$ cat src/rtl/proc_sched_pkg.sv
// Shared definitions for the ready-process scheduler: command bit indices,
// status bit positions, timer clear-ready opcode and FSM state encodings.
package proc_sched_pkg;

  localparam int CTRL_PRIO  = 0;
  localparam int CTRL_EN    = 1;
  localparam int CTRL_DIS   = 2;
  localparam int CTRL_START = 3;
  localparam int CTRL_LAST  = 4;

  localparam int ST_VALID = 31;
  localparam int ST_BUSY  = 30;
  localparam int ST_FOUND = 29;

  localparam logic [7:0] TMR_CLR_RDY = 8'h08;

  typedef enum logic [1:0] {
    S_IDLE  = 2'd0,
    S_SCAN  = 2'd1,
    S_CLEAR = 2'd2
  } state_t;

  function automatic logic [31:0] clr_cmd(input logic [4:0] sel);
    return {16'h0, 3'b0, sel, TMR_CLR_RDY};
  endfunction

endpackage

$ cat src/rtl/proc_sched.sv
// Ready-process scheduler: snapshots enabled ready bits, scans one candidate per
// cycle for the highest priority (round-robin after last), then clears its ready bit.
module proc_sched
  import proc_sched_pkg::*;
#(
  parameter int NPROC = 32
) (
  input  logic             clk,
  input  logic             rst,
  input  logic             stb,
  input  logic             we,
  input  logic [31:0]      data_in,
  output logic [31:0]      data_out,
  output logic             ack,
  input  logic [NPROC-1:0] proc_rdy,
  output logic             clr_stb,
  output logic [31:0]      clr_data
);

  state_t state, state_nxt;

  logic                  wr, rd;
  logic [7:0]            ctrl;
  logic [4:0]            which;
  logic [1:0]            cfg_prio;
  logic [NPROC-1:0][1:0] prio, prio_nxt, snap_prio;
  logic [NPROC-1:0]      en, en_nxt, snap_rdy;
  logic [4:0]            last, k, cand, best;
  logic [1:0]            best_prio;
  logic                  best_valid, valid, found, busy;
  logic                  start_acc, take, scan_done;
  logic                  unused_ok;

  assign wr        = stb & we;
  assign rd        = stb & ~we;
  assign ctrl      = data_in[7:0];
  assign which     = data_in[12:8];
  assign cfg_prio  = data_in[17:16];
  assign unused_ok = ^{data_in[31:18], data_in[15:13], ctrl[7:5]};
  assign ack       = stb;

  assign start_acc = wr & ctrl[CTRL_START] & (state == S_IDLE);

  // 5-bit wrap gives the round-robin order starting just after last.
  assign cand      = last + 5'd1 + k;
  assign take      = snap_rdy[cand] & (~best_valid | (snap_prio[cand] > best_prio));
  assign scan_done = (k == 5'd31) | (take & (snap_prio[cand] == 2'd3));

  always_comb begin
    prio_nxt = prio;
    en_nxt   = en;
    if (wr) begin
      if (ctrl[CTRL_PRIO]) prio_nxt[which] = cfg_prio;
      if (ctrl[CTRL_DIS])     en_nxt[which] = 1'b0;
      else if (ctrl[CTRL_EN]) en_nxt[which] = 1'b1;
    end
  end

  always_ff @(posedge clk) begin
    if (!rst) state <= S_IDLE;
    else      state <= state_nxt;
  end

  always_comb begin
    state_nxt = state;
    case (state)
      S_IDLE:  if (start_acc) state_nxt = S_SCAN;
      S_SCAN:  if (scan_done) state_nxt = (best_valid | take) ? S_CLEAR : S_IDLE;
      S_CLEAR: state_nxt = S_IDLE;
      default: state_nxt = S_IDLE;
    endcase
  end

  always_comb begin
    busy     = (state != S_IDLE);
    clr_stb  = (state == S_CLEAR);
    clr_data = clr_stb ? clr_cmd(best) : 32'h0;
    data_out = 32'h0;
    if (rd) begin
      data_out[ST_VALID] = valid;
      data_out[ST_BUSY]  = busy;
      data_out[ST_FOUND] = found;
      if (found) begin
        data_out[9:8] = best_prio;
        data_out[4:0] = best;
      end
    end
  end

  always_ff @(posedge clk) begin
    if (!rst) begin
      prio       <= '0;
      en         <= '0;
      last       <= 5'd31;
      snap_rdy   <= '0;
      snap_prio  <= '0;
      k          <= 5'd0;
      best       <= 5'd0;
      best_prio  <= 2'd0;
      best_valid <= 1'b0;
      valid      <= 1'b0;
      found      <= 1'b0;
    end else begin
      prio <= prio_nxt;
      en   <= en_nxt;
      if (rd) valid <= 1'b0;
      case (state)
        S_IDLE: begin
          if (wr & ctrl[CTRL_LAST]) last <= which;
          if (start_acc) begin
            snap_rdy   <= proc_rdy & en_nxt;
            snap_prio  <= prio_nxt;
            k          <= 5'd0;
            best_valid <= 1'b0;
            valid      <= 1'b0;
          end
        end
        S_SCAN: begin
          if (take) begin
            best       <= cand;
            best_prio  <= snap_prio[cand];
            best_valid <= 1'b1;
          end
          k <= k + 5'd1;
          if (scan_done & ~(best_valid | take)) begin
            found <= 1'b0;
            valid <= 1'b1;
          end
        end
        S_CLEAR: begin
          last  <= best;
          found <= 1'b1;
          valid <= 1'b1;
        end
        default: ;
      endcase
    end
  end

endmodule

$ cat config.mk
export PLATFORM = sky130hd
export DESIGN_NAME = proc_sched
export DESIGN_NICKNAME = d
export VERILOG_FILES = /design/src/rtl/proc_sched_pkg.sv /design/src/rtl/proc_sched.sv
export SDC_FILE = /design/constraint.sdc
export NUM_CORES = 1
export LEC_CHECK = 0
export CAP_MARGIN = 15
export CORE_AREA = 2 2 149 151
export DETAILED_ROUTE_END_ITERATION = 6
export DIE_AREA = 0 0 151 153
export PLACE_DENSITY_LB_ADDON = 0.25
export RECOVER_POWER = 25
export REMOVE_ABC_BUFFERS = 1
export SYNTH_ARGS = -nofsm -noshare
export SYNTH_HDL_FRONTEND = slang
export SYNTH_SLANG_ARGS = --single-unit
$ cat constraint.sdc
create_clock -name clk -period 7.2 [get_ports clk]
set_clock_uncertainty 0.2 [all_clocks]
set_input_delay 1.44 -clock clk [delete_from_list [all_inputs] [get_ports clk]]
set_output_delay 1.44 -clock clk [all_outputs]
set_load 0.01 [all_outputs]
* After elaboration in Yosys (flattened, before gate mapping)
Index checks and enable logic that the tools add are counted.
Cells by class: $add $sub $neg 3, $lt $le $gt $ge 4, eq/ne operators 9, mux-type cells 37, bitwise operators 18, reduce and logical (&&, ||, !) cells 13
Operator list (number):
- 64-bit 2-to-1 mux | 2
- 32-bit 2-to-1 mux | 3
- 32-bit bitwise AND | 2
- 64-bit bitwise mux | 1
- 32-bit NOT | 1
- 32-bit OR | 1
- 5-bit 2-to-1 mux | 4
- 5-bit one-hot mux with 2 select lines | 2
- 2-bit 2-to-1 mux | 7
- 13-bit 2-to-1 mux | 1
- 5-bit by 6-bit < comparator with 1-bit output, second input constant | 2
- 2-bit AND reduction | 6
- 5-bit by 1-bit adder with 5-bit output, second input constant | 2
- 2-bit binary-select mux with 5-bit select | 1
- 2-bit demux with 5-bit select | 1
- 1-bit bitwise AND | 8
- 1-bit 2-to-1 mux | 8
- 2-bit inequality test, second input constant | 4
- 2-bit nonzero test | 4
- 5-bit adder | 1
- 1-bit binary-select mux with 5-bit select | 1
- 1-bit demux with 5-bit select | 1
- 5-bit == test, second input constant | 1
- 5-bit by 1-bit >= comparator with 1-bit output, second input constant | 1
- 13 further kinds | 19
Storage, ports and cells: register bits after elaboration 214, input port bits 68, output and inout bits 66, logic and storage cells 158

* Longest topological paths before layout
Gate-level depths: netlist of run 1.
depth in word-level cells 12, gate-level depth with buffers 19, mapped depth without buffers 16

* Worst setup path after synthesis of run 1
OpenSTA, ideal clock, no wires.
path kind reg2reg, start reg k[0], end reg best[3], library setup time 72 ps, arrival time 4108 ps, data required time 6928 ps, slack 2820 ps, stages on the path, launching flop included 20, buffers on the path 4, clock period less this slack 4380 ps, path through dfxtp_1 -> inv_1 -> ha_1 -> fa_1 -> buf_2 -> buf_4 -> buf_2 -> mux4_2 -> nand2_1 -> nand3_1 -> a31oi_1 -> inv_1 -> ha_1 -> nor2b_1 -> o21ai_0 -> nand2_1 -> nor4b_4 -> and2_1 -> buf_6 -> mux2i_1
Between the ends: cells in the longest elaborated chain, start to end 7, elaborated cells on any way between the ends 9, classes of those cells add/sub (1); order compare (1); mux (4); bitwise (2); reduce/logical (1)
Ends and longest elaborated chain:
- start: declaration | line proc_sched.sv:28 | logic [4:0] last, k, cand, best;
- start signal: assignment | line proc_sched.sv:124 | k <= k + 5'd1;
- 5-bit adder (*) | line proc_sched.sv:45 | assign cand = last + 5'd1 + k;
- 2-bit binary-select mux with 5-bit select | line proc_sched.sv:46 | assign take = snap_rdy[cand] & (~best_valid | (snap_prio[cand] > best_prio));
- 2-bit 2-to-1 mux (implied by the code) | line proc_sched.sv:46
- 2-bit > comparator | line proc_sched.sv:46
- 1-bit OR | line proc_sched.sv:46
- 1-bit bitwise AND | line proc_sched.sv:46
- 2-bit AND reduction (no source line)
- end signal: assignment | line proc_sched.sv:120 | best <= cand;
- end: declaration | line proc_sched.sv:28
Mark *: on every way between the ends. The rest lies on a longest branch, timed or not. The select of a mux whose other input is x is not followed. A chain may end at the register's enable or synchronous reset.

* Worst setup path after layout of run 1
Ends and elaborated chain as after synthesis.

==> results.cfg, run 1 <==
[hold_path]
hp-start = snap_rdy[18]$_SDFFE_PN0P_
whs_path_depth = 2
min_to = snap_rdy[18]$_SDFFE_PN0P_
hold_path.class = flip-flop to flip-flop

[pwr]
switchingPower_mw = 0.6563
finalPower_mw = 2.700
p_clk_share_pct = 44.2
power.leakage_nw = 4.137
intPower_mw = 2.044
ir_worst_vdd_uv = 183.6
power_frac_comb_pct = 10.6
power_density_nw_per_um2 = 247.9
netSwitchingFraction_pct = 24.30
seqPwrFrac_pct = 45.2

[clock_network]
clk_pin_slew_ns = 0.06
cts_buffer_depth = 3
clkSinkCount = 214
hold_buffers = 0
root_buffer = clkbuf_16
cts_tree = done
cts-buffers-inserted = 23
cts-htree-levels = 1
postCtsSetupBuffers = 0
clock_latency_ns = 0.51
ctsResizeCount = 0

[synth]
ys_seq_area_share_pct = 44.90
yosysUniqueCellTypes = 52
synth_top_area_share_pct = 44.90
synth_cells = 1062
ys_ff_latch = 214
synth_area_leaders = dfxtp_1 45%, mux2i_1 8.2%, nor2_1 7.6%, a211oi_1 5.7%, mux4_2 5.4%
synth_top_cell_by_area = dfxtp_1
yosysWarningCount = 0
avgSynthCellArea_sq_um = 8.983
syn_area_sq_um = 9540
async_reset_ff_share_pct = 0
synth_edf_count = 0
synthFlopType = dfxtp_1

[floorplanning]
die_h_um = 153
die_w_um = 151
rows = 54
core_sq_um = 21490
die-area_sq_um = 23100
io-pin-count = 134
initial_core_util_pct = 44.40

[placement]
dp_cells = 1340
post-dp-hpwl_um = 15850
gp_congestion = 0.7929
port_buffers = 65

[detailed_routing]
viasPerCell = 5.361
post-route-drc-count = 0
drtIter0Drc = 496
route.met3.wl_um = 1100
firstDrtPassIters = 5
via_count = 7398
routedWlPerCell_um = 17.59
wl_met1_um = 11460
met2WireLength_um = 11370
detail-route-antenna-nets = 0
top_layer = met4
drt_wl_total_um = 24280

[status]
violations = max-capacitance violations, max-slew violations
status = finished with violations

[worst_setup_path]
critPathMaxStageDelay_ns = 1.07
cp_common_cell = mux2i_1
cp-start-kind = flip-flop
startpoint = k[0]$_SDFFE_PN0P_
path_class = flip-flop to flip-flop
required_ns = 7.44
cp_cell_sequence = inv_1, ha_1, fa_2, buf_4, mux4_2, mux2i_1, mux2i_1, mux2i_1, ha_1, nand2_1, o21ai_0, nand2_1, nor4b_4, and2_1, mux2i_1
r2r-start = k[0]$_SDFFE_PN0P_
cp_slowest_cell = fa_2
cp_data_arrival_time_ns = 5.46
r2r_end = best[3]$_SDFFE_PN0P_
rrSetupSlack_ns = 1.98
worstSetupEndpointType = flip-flop
cp_max_fo = 20
reg2reg_depth = 15

[final_layout]
nFillCells = 2029
nets = 1162
seq_area_sq_um = 4284
multiInputGateArea_sq_um = 4710
layout_common_cells = 214 x dfxtp_1, 194 x nor2_1, 91 x nand2_1, 78 x mux2i_1, 72 x a211oi_1
layout-drive-gt1-share_pct = 8.000
layout_commonest_cell = dfxtp_1
antenna_cells = 0
fin_cells = 1380
area_growth_pct = 14.19

[timing]
fmax_ghz = 0.1914
holdWs_ns = 0.2474
finalSetupViolCount = 0
rsz0062_at_grt = no
min_period_over_period_pct = 72.55
finalCriticalPeriod_ns = 5.224
worstMarginPinSlew_ns = 2.121
hold_viol_final = 0
slew_headroom_pct = -41.43
tns_ns = 0
maxSlewViolCount = 97

[global_routing]
grt_pass1_wl_um = 38500
grt_max_degree = 71
grt_pass1_vias = 6899
antenna_found_initial = 0
grt_usage_pct = 21.02
gr-total-overflow = 0

[flow_run]
cap_violations = 2
-- layer usage --
metal	track usage (%)	vias up
met2	33.81	178
met4	4.673	0
met1	30.49	3527
li1	-	3668
met5	0	-
met3	2.239	25
-- state kept, by name, indices dropped and copies added (netlist names) --
name / count
best: 5
best_prio: 2
best_valid: 1
en: 32
found: 1
k: 5
last: 5
prio: 64
snap_prio: 64
snap_rdy: 32
state: 2
valid: 1
-- synth_stat cells (3+ instances only) --
cell type and n:
dfxtp_1 214, nor2_1 194, nand2_1 91, mux2i_1 78
a211oi_1 72, clkbuf_1 70, nand3_1 66, buf_4 52
a21oi_1 42, a31oi_1 24, and2_1 23, mux4_2 23
o21ai_0 19, inv_1 9, ha_1 8, nor2b_1 7
nor3_1 7, and3_1 5, nand2b_1 5, nand4b_1 5
buf_2 4, a211oi_2 3, and4_1 3, xor2_1 3
-- power by group through the flow --
stage	sequential [mW]	clock (mW)	combinational, mW
global route	1.22	1.26	0.312
global placement	1.25	0	0.285
CTS	1.22	1.21	0.286
finish	1.22	1.19	0.285
detailed placement	1.25	0	0.285
floorplan	1.24	0	0.179
-- per-stage QoR --
step                      cell area (sq um)  util, %  worst slack [ns]
final                                 10890    50.70             1.976
after global routing                  10890    50.70             1.599
after CTS                             10900    50.75             1.992
after detailed placement              10140    47.18             2.017
after global placement                10140    47.18             2.016
after floorplan                        9021        -             2.083
-- cells by family (layout without fill, tap and decap cells) --
group,Yosys count,in the layout,synth area share [%]
buffers and inverters,138,129,7.685
adders and majority gates,9,9,1.259
muxes,102,102,13.76
and+or+nand+nor,422,422,19.87
xor gates and xnor gates,4,4,0.3673
DFF,214,214,44.90
other,1,48,0.03931
AOI/OAI and AO/OA,172,172,12.12
-- worst max-delay path, delay by kind of cell, from the launching register on --
| family | cells | cell delay (ns) |
|---|---|---|
| buf+inv | 2 | 0.40 |
| mux | 5 | 1.47 |
| simple gates | 4 | 1.00 |
| fa+ha+maj | 3 | 1.57 |
| flops | 1 | 0.40 |
| compound gates | 1 | 0.08 |
-- worst max-delay path by stage --
stage / cells after the start / end / slack (ns)
6_report: 15 / best[3]$_SDFFE_PN0P_ / 1.98
5_1_grt: 15 / best[3]$_SDFFE_PN0P_ / 1.60
4_1_cts: 15 / best[3]$_SDFFE_PN0P_ / 1.99
3_5_place_dp: 15 / best[1]$_SDFFE_PN0P_ / 2.02
3_3_place_gp: 15 / best[1]$_SDFFE_PN0P_ / 2.02
2_1_floorplan: 3 / state[0]$_SDFFE_PN0P_ / 2.08
-- layout make-up --
cell class	count	share of cell area [%]
clock buffers	36	6.374
multi-input cells	757	43.23
clock inverters	4	0.6661
flip-flops and latches	214	39.32
inverters	10	0.3675
well taps	280	3.216
repair buffers	79	6.822
(Power assumes the default switching activity.)
==> run 2, diff against run 1 <==
==> constraint.sdc (replaced) <==
create_clock -name clk -period 5.2 [get_ports clk]
set_clock_uncertainty 0.2 [all_clocks]
set_input_delay 1.04 -clock clk [delete_from_list [all_inputs] [get_ports clk]]
set_output_delay 1.04 -clock clk [all_outputs]
set_load 0.01 [all_outputs]
==> run 2 against run 1 <==
  * The flow still finishes with violations (max-capacitance violations, max-slew violations)
  * Final cell count up 0.29%
  * Critical endpoint unchanged
  * Non-clock buffer count increased by 3
  * Combinational power grew 40%
  * Final area rose by 1.0%
  * Critical path depth rose by 1
==> results.cfg, run 2 (same netlist as run 1, synthesis figures left out) <==
[final_layout]
layout_commonest_cell = dfxtp_1
layout-drive-gt1-share_pct = 8.696
reg_top3 = prio (64), snap_prio (64)
antenna_cells = 0
nFillCells = 2008
area_growth_pct = 15.33
nets = 1165
fin_cells = 1384
layout_common_cells = 214 x dfxtp_1, 194 x nor2_1, 91 x nand2_1, 78 x mux2i_1, 72 x a211oi_1

[timing]
fmax_ghz = 0.2163
maxSlewViolCount = 124
min_period_over_period_pct = 88.92
slew_headroom_pct = -37.20
hold_viol_final = 0
finalCriticalPeriod_ns = 4.624
finalSetupViolCount = 0
worstMarginPinSlew_ns = 2.058
tns_ns = 0
rsz0062_at_grt = no

[worst_setup_path]
cp-start-kind = flip-flop
worstSetupEndpointType = flip-flop
critPathMaxStageDelay_ns = 0.54
worst-path-buf-inv = 3
path_class = flip-flop to flip-flop
required_ns = 5.43
cp_cell_sequence = inv_1, ha_1, fa_2, buf_4, mux4_2, nand2_1, nand3b_1, a31oi_1, inv_1, ha_1, nor2b_1, o21ai_0, nand2_1, nor4b_4, and2_1, mux2i_1
path_delay_family = simple AND/OR/NAND/NOR gates
cp_max_fo = 13
cp_slowest_cell = fa_2
cp_data_arrival_time_ns = 4.85

[detailed_routing]
viasPerCell = 5.376
routedWlPerCell_um = 17.74
detail-route-antenna-nets = 0
drt_wl_total_um = 24560
drtIter0Drc = 469
post-route-drc-count = 0
via_count = 7440
firstDrtPassIters = 4

[placement]
port_buffers = 65
gp_congestion = 0.7879
post-dp-hpwl_um = 15820
dp_cells = 1343

[clock_network]
postCtsSetupBuffers = 0
clk_pin_slew_ns = 0.06
hold_buffers = 0
ctsResizeCount = 0
cts-htree-levels = 1
cts_buffer_depth = 3
clkSinkCount = 214
root_buffer = clkbuf_16
cts_tree = done
cts-buffers-inserted = 23
clock_latency_ns = 0.51

[floorplanning]
core_sq_um = 21490
die_w_um = 151
io-pin-count = 134
rows = 54
die-area_sq_um = 23100
die_h_um = 153
initial_core_util_pct = 44.40

[pwr]
power.leakage_nw = 4.188
ir_worst_vdd_uv = 181.4
finalPower_mw = 3.919
power_density_nw_per_um2 = 356.2

[global_routing]
grt_pass1_wl_um = 38470
antenna_found_initial = 0
grt_usage_pct = 21.01
gr-total-overflow = 0
grt_pass1_vias = 6872
grt_max_degree = 89

[status]
violations = max-capacitance violations, max-slew violations
status = finished with violations

[hold_path]
hold_path.class = flip-flop to flip-flop

[flow_run]
cap_violations = 2
-- run 2: cell types whose count changed in the layout (fill, tap and decap cells not counted) --
cell | previous run | this run
and2_0 | 3 | 1
and2_1 | 20 | 22
and4_1 | 3 | 2
and4_2 | 0 | 1
buf_4 | 12 | 14
bufinv_16 | 2 | 6
clkbuf_1 | 8 | 5
clkbuf_2 | 0 | 1
clkbuf_8 | 7 | 4
clkdlybuf4s50_1 | 61 | 62
clkinv_2 | 1 | 2
clkinvlp_4 | 1 | 3
dlygate4sd3_1 | 3 | 2
-- run 2: worst reg2reg max path, cell delays in order (launching register included) --
cell and delay, ns:
dfxtp_1 0.40, inv_1 0.06, ha_1 0.20, fa_2 0.54, buf_4 0.29, mux4_2 0.55
nand2_1 0.10, nand3b_1 0.12, a31oi_1 0.32, inv_1 0.09, ha_1 0.29, nor2b_1 0.12
o21ai_0 0.09, nand2_1 0.11, nor4b_4 0.43, and2_1 0.41, mux2i_1 0.22
-- run 2: where the power goes --
part	internal (mW)	switching [mW]	total (mW)
logic	0.148	0.250	0.399
registers	1.67	0.0194	1.69
clock network	1.17	0.662	1.83
-- run 2: path summary, 6_finish.rpt --
check | startpoint | to | slack, ns | depth (start not counted)
worst max-delay path | k[0]$_SDFFE_PN0P_ | best[3]$_SDFFE_PN0P_ | 0.58 | 16
worst min register to register | snap_rdy[7]$_SDFFE_PN0P_ | snap_rdy[7]$_SDFFE_PN0P_ | 0.25 | 2
worst max register to register | k[0]$_SDFFE_PN0P_ | best[3]$_SDFFE_PN0P_ | 0.58 | 16
worst min-delay path | snap_rdy[7]$_SDFFE_PN0P_ | snap_rdy[7]$_SDFFE_PN0P_ | 0.25 | 2
-- run 2: layout make-up --
class,instances,area [sq um],area share (%)
Tap cell,280,350.3,3.184
Clock inverter,11,212.7,1.933
Clock buffer,30,641.9,5.834
Sequential cell,214,4284,38.94
Inverter,10,40.04,0.3639
Timing Repair Buffer,82,763.2,6.937
Multi-Input combinational cell,757,4711,42.81
-- run 2: layer usage --
metal / share of wire, % / global-route usage (%) / vias up
li1: - / - / 3666
met1: 47 / 30.14 / 3534
met2: 46 / 34.09 / 213
met3: 5.9 / 3.104 / 27
met4: 1.1 / 3.605 / 0
met5: 0 / 0 / -
-- run 2: through the flow --
step	util, %	area [sq um]	setup slack [ns]	hold slack [ns]
final	51.21	11000	0.5763	0.2473
after global routing	51.21	11000	0.2974	0.2764
after CTS	51.32	11030	0.5714	0.2501
after detailed placement	47.34	10170	0.6181	0.2420
after global placement	47.34	10170	0.6369	0.2367
after floorplan	-	9021	0.3409	0.2264
==> run 3, diff against run 2 <==
--- a/config.mk
+++ b/config.mk
@@ -6,9 +6,12 @@
 export NUM_CORES = 1
 export LEC_CHECK = 0
 export CAP_MARGIN = 15
-export CORE_AREA = 2 2 149 151
+export CELL_PAD_IN_SITES_DETAIL_PLACEMENT = 1
+export CELL_PAD_IN_SITES_GLOBAL_PLACEMENT = 2
+export CORE_AREA = 2 2 169 171
+export CTS_BUF_LIST = sky130_fd_sc_hd__clkbuf_8
 export DETAILED_ROUTE_END_ITERATION = 6
-export DIE_AREA = 0 0 151 153
+export DIE_AREA = 0 0 171 173
 export PLACE_DENSITY_LB_ADDON = 0.25
 export RECOVER_POWER = 25
 export REMOVE_ABC_BUFFERS = 1
==> run 3 against run 2 <==
  * The run still ends with max-capacitance violations, max-slew violations left
  * First-iteration DRC count down 13%
  * Sequential cell count did not move
  * Largest cell class unchanged
  * Sequential power barely moved
  * Global-route usage down 2.1 points
==> results.cfg, run 3 (same netlist as run 1, synthesis figures left out) <==
[status]
status = finished with violations
violations = max-capacitance violations, max-slew violations

[worst_setup_path]
worstSetupEndpointType = flip-flop
required_ns = 5.45
critPathMaxStageDelay_ns = 0.56
cp_cell_sequence = inv_1, ha_1, fa_2, buf_4, mux2i_1, mux4_2, a21boi_0, a311oi_1, a31oi_1, inv_1, ha_1, nor2b_1, o21ai_0, nand2_1, nor4b_4, and2_1, mux2i_1
cp-start-kind = flip-flop
worst-path-buf-inv = 3
cp_data_arrival_time_ns = 4.80
cp_max_fo = 13
path_delay_family = adder cells
cp_slowest_cell = fa_2
path_class = flip-flop to flip-flop

[final_layout]
area_growth_pct = 16.35
seq_area_sq_um = 4284
nFillCells = 3255
antenna_cells = 0
layout_commonest_cell = dfxtp_1
layout_common_cells = 214 x dfxtp_1, 194 x nor2_1, 91 x nand2_1, 78 x mux2i_1, 72 x a211oi_1
nets = 1182
fin_util_pct = 40.18
layout-drive-gt1-share_pct = 9.885
multiInputGateArea_sq_um = 4710
reg_top3 = prio (64), snap_prio (64)

[pwr]
ir_worst_vdd_uv = 158.9
intPower_mw = 2.732
netSwitchingFraction_pct = 26.45
seqPwrFrac_pct = 45.6
power_density_nw_per_um2 = 334.6
power.leakage_nw = 4.243
switchingPower_mw = 0.9824
p_clk_share_pct = 43.2
finalPower_mw = 3.714
power_frac_comb_pct = 11.3

[global_routing]
grt_pass1_wl_um = 43670
grt_pass1_vias = 7688
antenna_found_initial = 0
grt_max_degree = 100
gr-total-overflow = 0
grt_usage_pct = 18.95

[hold_path]
hold_path.class = flip-flop to flip-flop

[floorplanning]
io-pin-count = 134
initial_core_util_pct = 34.53
die_w_um = 171
core_sq_um = 27630
die-area_sq_um = 29580
rows = 61
die_h_um = 173

[timing]
maxSlewViolCount = 38
min_period_over_period_pct = 87.43
fmax_ghz = 0.2200
finalCriticalPeriod_ns = 4.546
finalSetupViolCount = 0
worstMarginPinSlew_ns = 2.116
tns_ns = 0
slew_headroom_pct = -41.10
rsz0062_at_grt = no
hold_viol_final = 0

[detailed_routing]
drt_wl_total_um = 28300
routedWlPerCell_um = 18.73
via_count = 7561
viasPerCell = 5.004
firstDrtPassIters = 4
drtIter0Drc = 409
detail-route-antenna-nets = 0
post-route-drc-count = 0

[clock_network]
clk_pin_slew_ns = 0.05
ctsResizeCount = 0
cts-buffers-inserted = 39
cts-htree-levels = 2
cts_tree = done
clkSinkCount = 214
clock_latency_ns = 0.53
postCtsSetupBuffers = 0
cts_buffer_depth = 3
hold_buffers = 0
root_buffer = clkbuf_8

[placement]
port_buffers = 65
gp_congestion = 0.7608
post-dp-hpwl_um = 18730

[flow_run]
cap_violations = 1
-- run 3: cell count changes in the layout (fill, tap and decap cells not counted), moves of 6 or more --
cell | before | now
bufinv_16 | 6 | 0
and2_0 | 1 | 7
clkbuf_8 | 4 | 53
and2_1 | 22 | 16
clkbuf_16 | 23 | 0
inv_1 | 8 | 21
-- run 3: worst register-to-register path, stage by stage, from the launching register on --
cell,delay (ns)
dfxtp_1,0.40
inv_1,0.07
ha_1,0.20
fa_2,0.56
buf_4,0.29
mux2i_1,0.29
mux4_2,0.29
a21boi_0,0.28
a311oi_1,0.09
a31oi_1,0.28
inv_1,0.09
ha_1,0.29
nor2b_1,0.12
o21ai_0,0.08
nand2_1,0.11
nor4b_4,0.21
and2_1,0.39
mux2i_1,0.23
-- run 3: power by group through the flow --
stage	Sequential (mW)	Combinational [mW]	Clock [mW]
3_3_place_gp	1.73	0.419	0
3_5_place_dp	1.73	0.423	0
2_1_floorplan	1.72	0.248	0
5_1_grt	1.69	0.455	1.74
4_1_cts	1.69	0.424	1.66
6_report	1.69	0.418	1.60
-- run 3: area by class of cell --
type,instances,share of cell area (%)
well taps,378,4.261
clock inverters,16,0.6312
multi-input cells,757,42.43
flip-flops and latches,214,38.59
repair buffers,83,7.157
clock buffers,53,6.571
inverters,10,0.3607
-- run 3: worst paths after layout --
kind | startpoint | to | slack [ns] | depth (start not counted)
worst max-delay path | k[0]$_SDFFE_PN0P_ | best[3]$_SDFFE_PN0P_ | 0.65 | 17
worst min-delay path | snap_rdy[12]$_SDFFE_PN0P_ | snap_rdy[12]$_SDFFE_PN0P_ | 0.25 | 2
worst max register to register | k[0]$_SDFFE_PN0P_ | best[3]$_SDFFE_PN0P_ | 0.65 | 17
worst min register to register | snap_rdy[12]$_SDFFE_PN0P_ | snap_rdy[12]$_SDFFE_PN0P_ | 0.25 | 2
-- run 3: metrics by stage --
stage | hold WS, ns | setup WS (ns) | std cells | instance area [sq um]
3_3_place_gp | 0.2324 | 0.6626 | 1442 | 10310
5_1_grt | 0.2739 | 0.3646 | 1511 | 11100
6_report | 0.2492 | 0.6538 | 1511 | 11100
2_1_floorplan | 0.2264 | 0.3409 | 981 | 9021
3_5_place_dp | 0.2456 | 0.6466 | 1442 | 10310
4_1_cts | 0.2530 | 0.6114 | 1511 | 11110
-- run 3: per-layer routing --
layer	vias up	routed length, um	global-route usage [%]
met2	163	13060	30.81
li1	3694	-	-
met3	41	1089	2.861
met4	0	556	5.367
met1	3663	13590	26.04
met5	-	0	0
